**config.mk**
```make
export PLATFORM = sky130hd
export DESIGN_NAME = imm_decode_stage
export DESIGN_NICKNAME = d
export VERILOG_FILES = /design/src/rtl/imm_decode_stage.sv
export SDC_FILE = /design/constraint.sdc
export NUM_CORES = 1
export LEC_CHECK = 0
export CORE_UTILIZATION = 51
export CTS_BUF_LIST = sky130_fd_sc_hd__clkbuf_2
export CTS_CLUSTER_SIZE = 16
export DETAILED_ROUTE_END_ITERATION = 10
export PLACE_DENSITY_LB_ADDON = 0.05
export SLEW_MARGIN = 0
export SYNTH_ARGS = -nofsm -noshare
export SYNTH_HDL_FRONTEND = slang
export SYNTH_SLANG_ARGS = --single-unit
```
**constraint.sdc**
```tcl
create_clock -name clk -period 4.5 [get_ports clk]
set_input_delay 0.675 -clock clk [delete_from_list [all_inputs] [get_ports clk]]
set_output_delay 0.675 -clock clk [all_outputs]
set_load 0.01 [all_outputs]
```
**src/rtl/imm_decode_stage.sv**
```systemverilog
// One-entry registered decode stage: classifies the opcode, selects the immediate
// format, sign-extends the immediate to XLEN and keeps a saturating illegal-opcode count.
module imm_decode_stage #(
    parameter int XLEN  = 32,
    parameter int CNT_W = 8
) (
    input  logic             clk,
    input  logic             rst,
    input  logic             flush,
    input  logic             in_valid,
    output logic             in_ready,
    input  logic [31:0]      in_instr,
    output logic             out_valid,
    input  logic             out_ready,
    output logic [31:0]      out_instr,
    output logic [2:0]       out_immSrc,
    output logic [XLEN-1:0]  out_imm,
    output logic             out_illegal,
    output logic [CNT_W-1:0] illegal_cnt
);

    localparam logic [2:0] IMM_I = 3'b000;
    localparam logic [2:0] IMM_S = 3'b001;
    localparam logic [2:0] IMM_B = 3'b010;
    localparam logic [2:0] IMM_J = 3'b011;
    localparam logic [2:0] IMM_U = 3'b100;

    localparam logic [CNT_W-1:0] CNT_MAX = {CNT_W{1'b1}};

    logic [2:0]      dec_src;
    logic [31:0]     dec_imm32;
    logic            dec_illegal;
    logic [XLEN-1:0] dec_imm;
    logic            accept;

    // Ready depends only on flush and the held entry, never on in_valid.
    assign in_ready = !flush && (!out_valid || out_ready);
    assign accept   = in_valid && in_ready;

    always_comb begin
        dec_src     = IMM_I;
        dec_imm32   = 32'd0;
        dec_illegal = 1'b0;
        case (in_instr[6:0])
            7'b0000011, 7'b0010011, 7'b1100111: begin
                dec_src   = IMM_I;
                dec_imm32 = {{20{in_instr[31]}}, in_instr[31:20]};
            end
            7'b0100011: begin
                dec_src   = IMM_S;
                dec_imm32 = {{20{in_instr[31]}}, in_instr[31:25], in_instr[11:7]};
            end
            7'b1100011: begin
                dec_src   = IMM_B;
                dec_imm32 = {{19{in_instr[31]}}, in_instr[31], in_instr[7],
                             in_instr[30:25], in_instr[11:8], 1'b0};
            end
            7'b1101111: begin
                dec_src   = IMM_J;
                dec_imm32 = {{11{in_instr[31]}}, in_instr[31], in_instr[19:12],
                             in_instr[20], in_instr[30:21], 1'b0};
            end
            7'b0110111, 7'b0010111: begin
                dec_src   = IMM_U;
                dec_imm32 = {in_instr[31:12], 12'd0};
            end
            7'b0110011: begin
                dec_src   = IMM_I;
                dec_imm32 = 32'd0;
            end
            default: begin
                dec_illegal = 1'b1;
            end
        endcase
    end

    // Every 32-bit format already carries its sign in bit 31, so widening is uniform.
    generate
        if (XLEN > 32) begin : g_wide
            assign dec_imm = {{(XLEN-32){dec_imm32[31]}}, dec_imm32};
        end else begin : g_narrow
            assign dec_imm = dec_imm32[XLEN-1:0];
        end
    endgenerate

    always_ff @(posedge clk) begin
        if (rst) begin
            out_valid   <= 1'b0;
            out_instr   <= 32'd0;
            out_immSrc  <= 3'b000;
            out_imm     <= '0;
            out_illegal <= 1'b0;
            illegal_cnt <= '0;
        end else if (accept) begin
            out_valid   <= 1'b1;
            out_instr   <= in_instr;
            out_immSrc  <= dec_src;
            out_imm     <= dec_imm;
            out_illegal <= dec_illegal;
            if (dec_illegal && (illegal_cnt != CNT_MAX)) begin
                illegal_cnt <= illegal_cnt + 1'b1;
            end
        end else if (flush || out_ready) begin
            // Data registers keep their last value once the entry leaves.
            out_valid <= 1'b0;
        end
    end

endmodule

```
# Word-level counts from Yosys, hierarchy flattened
# Index checks and enable logic that the tools add are counted.
# classes
muxes,5
n_reduce_logical,12
addsub,1
eq_ne,10
# op_table
operator,n
case mux 32 bit (5 select lines),1
"equality test 7 x 6 -> 1 bit, second input constant",3
"equality test 7 bit, second input constant",3
"equality test 7 x 5 -> 1 bit, second input constant",2
case mux 3 bit (4 select lines),1
OR reduction 9 bit,1
"adder 8 x 1 -> 8 bit, second input constant",1
"!= test 8 bit, second input constant",1
"equality test 7 x 2 -> 1 bit, second input constant",1
logical AND 1 bit,3
two-way mux 1 bit,3
OR reduction 3 bit,1
zero test 1 bit,2
logical OR 1 bit,2
AND reduction 2 bit,1
nonzero test 2 bit,1
OR reduction 2 bit,1
# totals
output_inout_bits,78
wordCells,34
input_bits,37
regBits,77

# Depth between registers and ports, before layout
# Gate-level depths: netlist (run 1).
# logic_depth
ltp_word,5
depth_mapped,7

# Worst setup path before layout (run 1)
# No wires, ideal clock.
# synth_timing
path_type,input to register
startpoint,in in_instr[4]
endpoint,reg illegal_cnt[2]
required_time_ns,4.379
arrival_ns,1.860
cell_stages,5
slack_ns,2.519
setup_ns,0.121
path_cell_list,buf_4 nand4b_2 o2111ai_2 nor4b_1 mux2_2
# synth_via
elab_chain_cells,5
# synth_rtl
element,line_no,text
"start, declared",12,"input logic [31:0] in_instr,"
"equality test 7 x 6 -> 1 bit, or another cell as far along",44,case (in_instr[6:0])
OR reduction 9 bit (no source line) (*),-,
two-way mux 1 bit (*),44,
logical AND 1 bit (*),100,if (dec_illegal && (illegal_cnt != CNT_MAX)) begin
AND reduction 2 bit (no source line) (*),-,
"end signal, assigned",101,illegal_cnt <= illegal_cnt + 1'b1;
"end, declared",19,output logic [CNT_W-1:0] illegal_cnt
# Mark *: on every way between the ends. The rest lies on a longest branch, timed or not.
# A chain may end at the register's enable or synchronous reset.

# Final worst setup path (run 1)
# layout_timing
startpoint,in out_ready
endpoint,out in_ready
# layout_via
elab_chain_cells,2
# layout_rtl
element,line_no,text
"start, declared",14,"input logic out_ready,"
logical OR 1 bit,37,assign in_ready = !flush && (!out_valid || out_ready);
logical AND 1 bit,37,
"end, declared",11,"output logic in_ready,"
# Every way passes these cells.

==> flow_summary.yaml, run 1 <==
sta:
  rsz0062_at_grt: "no"
  finalCritPeriodShare: 0.582
  finalHoldViolations: 0
  fmaxAchievable_mhz: 382
  slew_headroom: 0.193
  worst_clock_skew_ps: 25.2
  worst_pin_slew_ps: 1210
  tns_ps: 0
  drv_slew: 0
  finalSetupViolations: 0
  hold_slack_ps: 466
  period_needed_ps: 2620
  fin_ws_ps: 1880
job:
  drv_cap: 0
hold_path:
  whs_path_depth: 2
  hold_path_class: "register to register"
  hold_start: "out_instr[20]"
  hold_path_end: "out_instr[20]"
worst_setup_path:
  worst-path-buf-inv: 2
  cpMostUsedCell: "clkdlybuf4s50_1"
  path_max_fanout: 3
  arrival_ps: 1940
  r2r-start: "out_valid"
  cp_top_family: "buffers and inverters"
  ff2ff_path_depth: 5
  path_cells: "clkdlybuf4s50_1, nor2b_1, nor2_1, clkdlybuf4s50_1"
  reg2reg_setup_slack_ps: 2190
  max_stage_delay_ps: 490
  crit_type: "primary input to primary output"
  worst_ep_required_time_ps: 3830
  crit_path_end_kind: "primary output"
  worstReg2RegEnd: "out_imm[29]"
  crit_path_top_delay_cell: "clkdlybuf4s50_1"
  start_kind: "primary input"
route:
  drt_first_pass_iters: 4
  wl_per_cell_microns: 15.7
  postRouteAntennaNets: 0
  drt_iter0_drc: 110
  routed_wl_mm: 8.67
  vias: 3174
  drc: 0
  viasPerCell: 5.74
finish:
  n_antenna_cell: 0
  drive_gt1_frac: 0.0945
  final_cell_area_sq_mm: 0.00464
  area_growth_pct: 36.8
  utilization: 0.726
  final_nets: 509
  instances_no_fill: 553
  final_cell_mix: "113 x clkdlybuf4s50_1, 77 x nand2_1, 77 x dfxtp_1"
  layout_commonest_cell: "clkdlybuf4s50_1"
die:
  pin_count: 115
  placementRows: 29
  die_area_sq_mm: 0.00698
  dieWidth_microns: 83.6
  die_y_microns: 83.6
  coreArea_sq_mm: 0.00639
  initial_utilization: 0.531
global_routing:
  gr-total-overflow: 0
  antenna_found_initial: 0
  grt_pass1_vias: 2911
  grt_first_pass_wirelength_mm: 14.3
  grt_use_total: 0.252
  grt_max_degree: 60
place:
  dpl_worst_slack_ps: 1510
  port_buffers: 114
  gp_congestion: 0.767
  place_area_sq_mm: 0.00452
  dpl.cell_count: 537
  hpwlAfterDp_mm: 5.98
clock_tree:
  hold_buffers: 0
  path_clk_slew_ps: 210
  htree_num_levels: 3
  cts_sinks: 77
  tritoncts: "built"
  cts_root_buffer: "clkbuf_2"
  ctsLongestPathBuffers: 2
  post_cts_buffers: 0
  cts_made_buffers: 9
  postCtsResizedCells: 0
  insertion_delay_ps: 490
logic_synthesis:
  yosysTopAreaCellShare: 0.454
  synthFlopType: "dfxtp_1"
  synth.net_count: 409
  ys_warn_count: 0
  avgSynthCellArea_sq_um: 9.14
  syn_inst: 371
  async_reset_ff_frac: 0
  syn_area_sq_mm: 0.00339
  ys_seq_area_frac: 0.454
  synth.area.top_cells: "dfxtp_1 45%, nand2_1 8.5%, a21oi_1 6.9%, o2bb2ai_2 4.4%, o2bb2ai_1 3.6%"
  yosys.area.top_type: "dfxtp_1"
  synth-seq-cells: 77
  synth_edf_count: 0
  ys_types: 57
power_and_ir_drop:
  p_leak_nw: 1.58
  ir_drop_mv: 0.219
  power_density_mw_per_mm2: 272
  finalPower_mw: 1.26
run_status:
  status: "completed"
==> worst max path at each step <==
stage                 from        endpoint  slack, ps  cells after the start
2_1_floorplan  in_instr[4]  illegal_cnt[2]       2520                      5
3_3_place_gp   in_instr[6]      out_imm[0]       1560                      5
3_5_place_dp     out_ready     out_imm[27]       1510                      6
4_1_cts          out_ready        in_ready       1880                      4
5_1_grt          out_ready        in_ready       1800                      4
6_report         out_ready        in_ready       1880                      4
==> registers in the layout (all words and copies together) (netlist names) <==
register and cells:
out_instr 32, out_illegal 1, out_valid 1, out_immSrc 3, out_imm 32, illegal_cnt 8
==> power by group <==
part	total, mW	switching (mW)	internal [mW]
Combinational	0.178	0.0968	0.0811
Sequential	0.709	0.00934	0.700
Clock	0.375	0.247	0.129
==> tightest hold or removal path, delay by kind of cell, from the launching register on <==
family / cells / cell delay (ps)
flip-flops: 1 / 360
AO/OA/AOI/OAI: 1 / 50
AND/OR/NAND/NOR: 1 / 50
==> synthesized netlist by cell type (all sizes together), types with 2 or more instances <==
master and number:
mux2i 2, and4b 2, buf 14, o21ai 3
inv 7, nor3 5, o2bb2ai 24, dfxtp 77
nor2b 8, nand2b 2, a2111oi 2, mux2 6
a32oi 6, nand2 78, or2 2, nand3 7
nor2 17, a22oi 4, o31ai 2, a22o 11
clkbuf 13, nor4 6, and3 2, a21oi 48
a211oi 3
==> area by class of cell <==
cell class                 instances  area (sq um)
tap                               77          96.3
fill                             512          1750
multi-input combinational        260          1710
sequential                        77          1540
inverter                           7          26.3
clock buffer                       9          45.0
clock inverter                     7          73.8
timing repair buffer             116          1150
==> per-layer routing <==
| metal | global-route usage | wire [microns] | up-vias |
|---|---|---|---|
| li1 | - | - | 1546 |
| met1 | 0.338 | 3860 | 1503 |
| met2 | 0.408 | 4100 | 115 |
| met3 | 0.0534 | 608 | 10 |
| met4 | 0.0817 | 101 | 0 |
| met5 | 0 | 0 | - |
==> cell families after synthesis <==
kind of cell / share of synthesized area
buf+inv: 0.0468
fa+ha+maj: 0.00369
flops: 0.454
simple gates: 0.201
compound gates: 0.268
mux: 0.0258
Note: power is estimated with default switching activity, not from simulation.
==> run 2, diff against run 1 <==
--- a/config.mk
+++ b/config.mk
@@ -5,7 +5,7 @@
 export SDC_FILE = /design/constraint.sdc
 export NUM_CORES = 1
 export LEC_CHECK = 0
-export CORE_UTILIZATION = 51
+export CORE_UTILIZATION = 42
 export CTS_BUF_LIST = sky130_fd_sc_hd__clkbuf_2
 export CTS_CLUSTER_SIZE = 16
 export DETAILED_ROUTE_END_ITERATION = 10
==> constraint.sdc (replaced) <==
create_clock -name clk -period 2.2 [get_ports clk]
set_input_delay 0.33 -clock clk [delete_from_list [all_inputs] [get_ports clk]]
set_output_delay 0.33 -clock clk [all_outputs]
set_load 0.01 [all_outputs]
==> run 2 against run 1 <==
Effect of this change:
- die area up 21%
- critical path type is now register to primary output
- hold slack worse by 350 ps
- sequential cell count unchanged
- highest routed layer unchanged
- core utilization down 9.5 points
==> flow_summary.yaml, run 2 (synthesis results as in run 1) <==
finish:
  fillers: 673
  final_nets: 537
  drive_gt1_frac: 0.149
  final_cell_mix: "113 x clkdlybuf4s50_1, 77 x nand2_1, 77 x dfxtp_1"
  area_growth_pct: 44.7
  top_regs: "out_imm x32, out_instr x32, illegal_cnt x8"
  final_cell_area_sq_mm: 0.00491
  layout_commonest_cell: "clkdlybuf4s50_1"
  n_antenna_cell: 0
sta:
  fmaxAchievable_mhz: 503
  rsz0062_at_grt: "no"
  period_needed_ps: 1990
  worst_clock_skew_ps: 40.3
  tns_ps: 0
  worst_pin_slew_ps: 573
  hold_slack_ps: 112
  slew_headroom: 0.617
  finalSetupViolations: 0
  finalCritPeriodShare: 0.904
  drv_slew: 0
  finalHoldViolations: 0
global_routing:
  gr-total-overflow: 0
  grt_pass1_vias: 2978
  antenna_found_initial: 0
  grt_use_total: 0.228
  grt_first_pass_wirelength_mm: 15.2
  grt_max_degree: 37
worst_setup_path:
  r2r-start: "illegal_cnt[0]"
  crit_path_end_kind: "primary output"
  worst_ep_required_time_ps: 1870
  start_kind: "register"
  worstReg2RegEnd: "illegal_cnt[4]"
  reg2reg_setup_slack_ps: 320
  cp_top_family: "buffers and inverters"
  arrival_ps: 1660
  path_max_fanout: 3
  crit_path_top_delay_cell: "clkdlybuf4s50_1"
  ff2ff_path_depth: 5
  worst-path-buf-inv: 1
  max_stage_delay_ps: 470
  path_cells: "nor2b_2, nor2_1, clkdlybuf4s50_1"
  crit_type: "register to primary output"
route:
  wl_met3_microns: 534
  postRouteAntennaNets: 0
  wirelength_met1_mm: 4.31
  vias: 3196
  top_layer: "met4"
  wl_per_cell_microns: 15.3
  viasPerCell: 5.27
  routed_wl_mm: 9.25
  drt_iter0_drc: 128
  drt_first_pass_iters: 5
  drc: 0
  wl_met2_mm: 4.32
clock_tree:
  hold_buffers: 0
  cts_made_buffers: 9
  htree_num_levels: 3
  cts_root_buffer: "clkbuf_2"
  cts_sinks: 77
  ctsLongestPathBuffers: 2
  path_clk_slew_ps: 190
  tritoncts: "built"
  postCtsResizedCells: 0
  insertion_delay_ps: 530
  post_cts_buffers: 0
hold_path:
  hold_path_end: "out_valid"
  hold_path_class: "primary input to register"
  hold_start: "rst"
  whs_path_depth: 2
die:
  pin_count: 115
  die_y_microns: 91.9
  placementRows: 32
  coreArea_sq_mm: 0.00777
  dieWidth_microns: 91.9
  initial_utilization: 0.437
  die_area_sq_mm: 0.00844
power_and_ir_drop:
  pwr-share-seq: 0.553
  combPwrFrac: 0.154
  p_switching_mw: 0.732
  ir_drop_mv: 0.326
  p_leak_nw: 1.74
  power_density_mw_per_mm2: 535
  power_frac_clock: 0.293
  switching_share: 0.279
  p_int_mw: 1.89
run_status:
  status: "completed"
place:
  hpwlAfterDp_mm: 6.73
  place_area_sq_mm: 0.00479
  gp_congestion: 0.901
  port_buffers: 114
job:
  drv_cap: 0
-- run 2: changes by cell type in the layout (fill, tap and decap cells not counted), sizes merged --
cell	previous run	this run
clkinv	2	4
buf	3	31
clkinvlp	3	1
-- run 2: power by group through the flow --
stage / Combinational [mW] / Clock (mW) / Sequential (mW)
after global placement: 0.398 / 0 / 1.48
after detailed placement: 0.403 / 0 / 1.48
after CTS: 0.405 / 0.796 / 1.45
after global routing: 0.440 / 0.875 / 1.46
final: 0.404 / 0.770 / 1.45
after floorplan: 0.163 / 0 / 1.49
-- run 2: layer usage --
layer  GRT usage  vias up
met5           0        -
met3      0.0622        7
met1       0.305     1488
met2       0.365       96
met4      0.0521        0
li1            -     1605
-- run 2: area by class of cell --
class                      instances  area, sq um  share of cell area
clock buffer                       9         45.0             0.00918
multi-input combinational        260         1710               0.348
sequential                        77         1540               0.314
inverter                           7         26.3             0.00535
timing repair buffer             144         1390               0.282
tap                              102          128              0.0260
clock inverter                     7         73.8              0.0150
-- run 2: worst max-delay path by stage --
stage / start / to / cells after the start
floorplan: illegal_cnt[0] / illegal_cnt[2] / 5
global placement: in_instr[4] / illegal_cnt[4] / 5
detailed placement: in_instr[4] / illegal_cnt[4] / 5
CTS: out_valid / in_ready / 3
global route: out_valid / in_ready / 3
finish: out_valid / in_ready / 3
-- run 2: per-stage QoR --
stage          cells   util  worst slack, ps  total power, mW
2_1_floorplan    371      -              459             1.65
3_3_place_gp     590  0.616            -11.1             1.88
3_5_place_dp     590  0.616            -42.1             1.88
4_1_cts          606  0.632             66.6             2.65
5_1_grt          606  0.632             80.5             2.77
6_report         606  0.632              212             2.63
==> run 3, diff against run 2 <==
--- a/config.mk
+++ b/config.mk
@@ -5,7 +5,10 @@
 export SDC_FILE = /design/constraint.sdc
 export NUM_CORES = 1
 export LEC_CHECK = 0
-export CORE_UTILIZATION = 42
+export CELL_PAD_IN_SITES_DETAIL_PLACEMENT = 1
+export CELL_PAD_IN_SITES_GLOBAL_PLACEMENT = 1
+export CORE_MARGIN = 2
+export CORE_UTILIZATION = 31
 export CTS_BUF_LIST = sky130_fd_sc_hd__clkbuf_2
 export CTS_CLUSTER_SIZE = 16
 export DETAILED_ROUTE_END_ITERATION = 10
==> run 3 against run 2 <==
Effect of this change:
- setup slack lost 35 ps
- combinational power grew 4%
- die area is 40% higher
- wire length increased by 15%
- total power rose by 0.94%
- register-to-register slack about the same
- via count is 0.81% higher
- sequential cell count stayed put
- clock-buffer cell count is 1 higher
- sequential share of layout area shrank 0.55 points
- sequential power hardly changed
- hold slack improved by 220 ps
==> flow_summary.yaml, run 3 (synthesis results as in run 1) <==
run_status:
  status: "completed"
global_routing:
  antenna_found_initial: 0
  grt_use_total: 0.188
  gr-total-overflow: 0
  grt_max_degree: 31
  grt_first_pass_wirelength_mm: 17.1
  grt_pass1_vias: 3294
place:
  gp_congestion: 0.797
  port_buffers: 114
  hpwlAfterDp_mm: 7.78
die:
  dieWidth_microns: 109
  pin_count: 115
  placementRows: 38
  initial_utilization: 0.316
  coreArea_sq_mm: 0.0107
  die_y_microns: 109
  die_area_sq_mm: 0.0118
worst_setup_path:
  worst_ep_required_time_ps: 1870
  crit_path_end: "in_ready"
  arrival_ps: 1690
  critPathLaunch: "out_valid"
  start_kind: "register"
  path_max_fanout: 3
  crit_type: "register to primary output"
  crit_path_end_kind: "primary output"
  worstReg2RegEnd: "illegal_cnt[3]"
  reg2reg_setup_slack_ps: 320
  r2r-start: "illegal_cnt[0]"
  ff2ff_path_depth: 5
sta:
  hold_slack_ps: 335
  rsz0062_at_grt: "no"
  fmaxAchievable_mhz: 494
  slew_headroom: 0.582
  period_needed_ps: 2020
  finalSetupViolations: 0
  finalCritPeriodShare: 0.920
  worst_pin_slew_ps: 627
  drv_slew: 0
  tns_ps: 0
  finalHoldViolations: 0
  worst_clock_skew_ps: 17.7
clock_tree:
  post_cts_buffers: 0
  hold_buffers: 0
  cts_root_buffer: "clkbuf_2"
  cts_made_buffers: 9
  insertion_delay_ps: 510
  tritoncts: "built"
  path_clk_slew_ps: 230
  ctsLongestPathBuffers: 2
  cts_sinks: 77
  htree_num_levels: 3
  postCtsResizedCells: 0
finish:
  area_growth_pct: 47.3
  utilization: 0.465
  top_regs: "out_imm x32, out_instr x32, illegal_cnt x8"
  layout_commonest_cell: "clkdlybuf4s50_1"
  final_cell_mix: "113 x clkdlybuf4s50_1, 77 x nand2_1, 77 x dfxtp_1"
  n_antenna_cell: 0
  final_nets: 543
  drive_gt1_frac: 0.159
route:
  postRouteAntennaNets: 0
  viasPerCell: 4.96
  vias: 3222
  drt_iter0_drc: 97
  wl_per_cell_microns: 16.4
  drc: 0
  routed_wl_mm: 10.7
  drt_first_pass_iters: 4
hold_path:
  hold_path_class: "primary input to register"
power_and_ir_drop:
  ir_drop_mv: 0.308
  power_density_mw_per_mm2: 530
  p_leak_nw: 1.76
job:
  drv_cap: 0
==> run 3: changes by cell type in the layout (fill, tap and decap cells not counted), sizes merged <==
cell / change
clkbuf: +1
inv: -1
clkinvlp: +1
clkinv: -1
buf: +6
==> run 3: worst max-delay path, cell delays in order, from the launching register on <==
cell	delay [ps]
dfxtp_1	370
nor2b_2	180
nor2_1	100
clkdlybuf4s50_1	550
==> run 3: layer usage <==
metal | part of all wire | track usage | vias to the layer above
met2 | 0.47 | 0.304 | 80
met1 | 0.47 | 0.251 | 1528
li1 | - | - | 1607
met5 | 0 | 0 | -
met4 | 0.0080 | 0.0440 | 0
met3 | 0.052 | 0.0470 | 7
==> run 3: metrics by stage <==
step	setup slack, ps	power (mW)	cell area (sq um)	std cells
floorplan	459	1.65	3390	371
global placement	4.01	1.90	4880	634
detailed placement	-81.6	1.90	4880	634
CTS	17.9	2.71	4990	650
global route	52.0	2.80	5000	650
finish	177	2.65	5000	650
==> run 3: how the worst min path moves through the flow <==
| stage | from | end | cells past startpoint |
|---|---|---|---|
| after global routing | rst | out_instr[23] | 2 |
| after floorplan | flush | out_valid | 1 |
| after CTS | rst | out_instr[24] | 2 |
| final | rst | out_instr[24] | 2 |
| after detailed placement | out_immSrc[1] | out_immSrc[1] | 2 |
| after global placement | out_instr[30] | out_instr[30] | 2 |
==> run 3: final cells by class <==
cell class | count | area [sq um]
clock buffers | 10 | 50.0
clock inverters | 6 | 63.8
fillers | 1293 | 5750
inverters | 7 | 26.3
multi-input cells | 260 | 1710
flip-flops and latches | 77 | 1540
well taps | 140 | 175
repair buffers | 150 | 1430
==> run 3: where the power goes <==
group          internal [mW]  switching [mW]  leakage [nW]  total, mW
combinational          0.204           0.216          1.07      0.420
sequential              1.43          0.0200         0.625       1.45
clock                  0.265           0.514        0.0679      0.779
total                   1.90           0.750          1.76       2.65
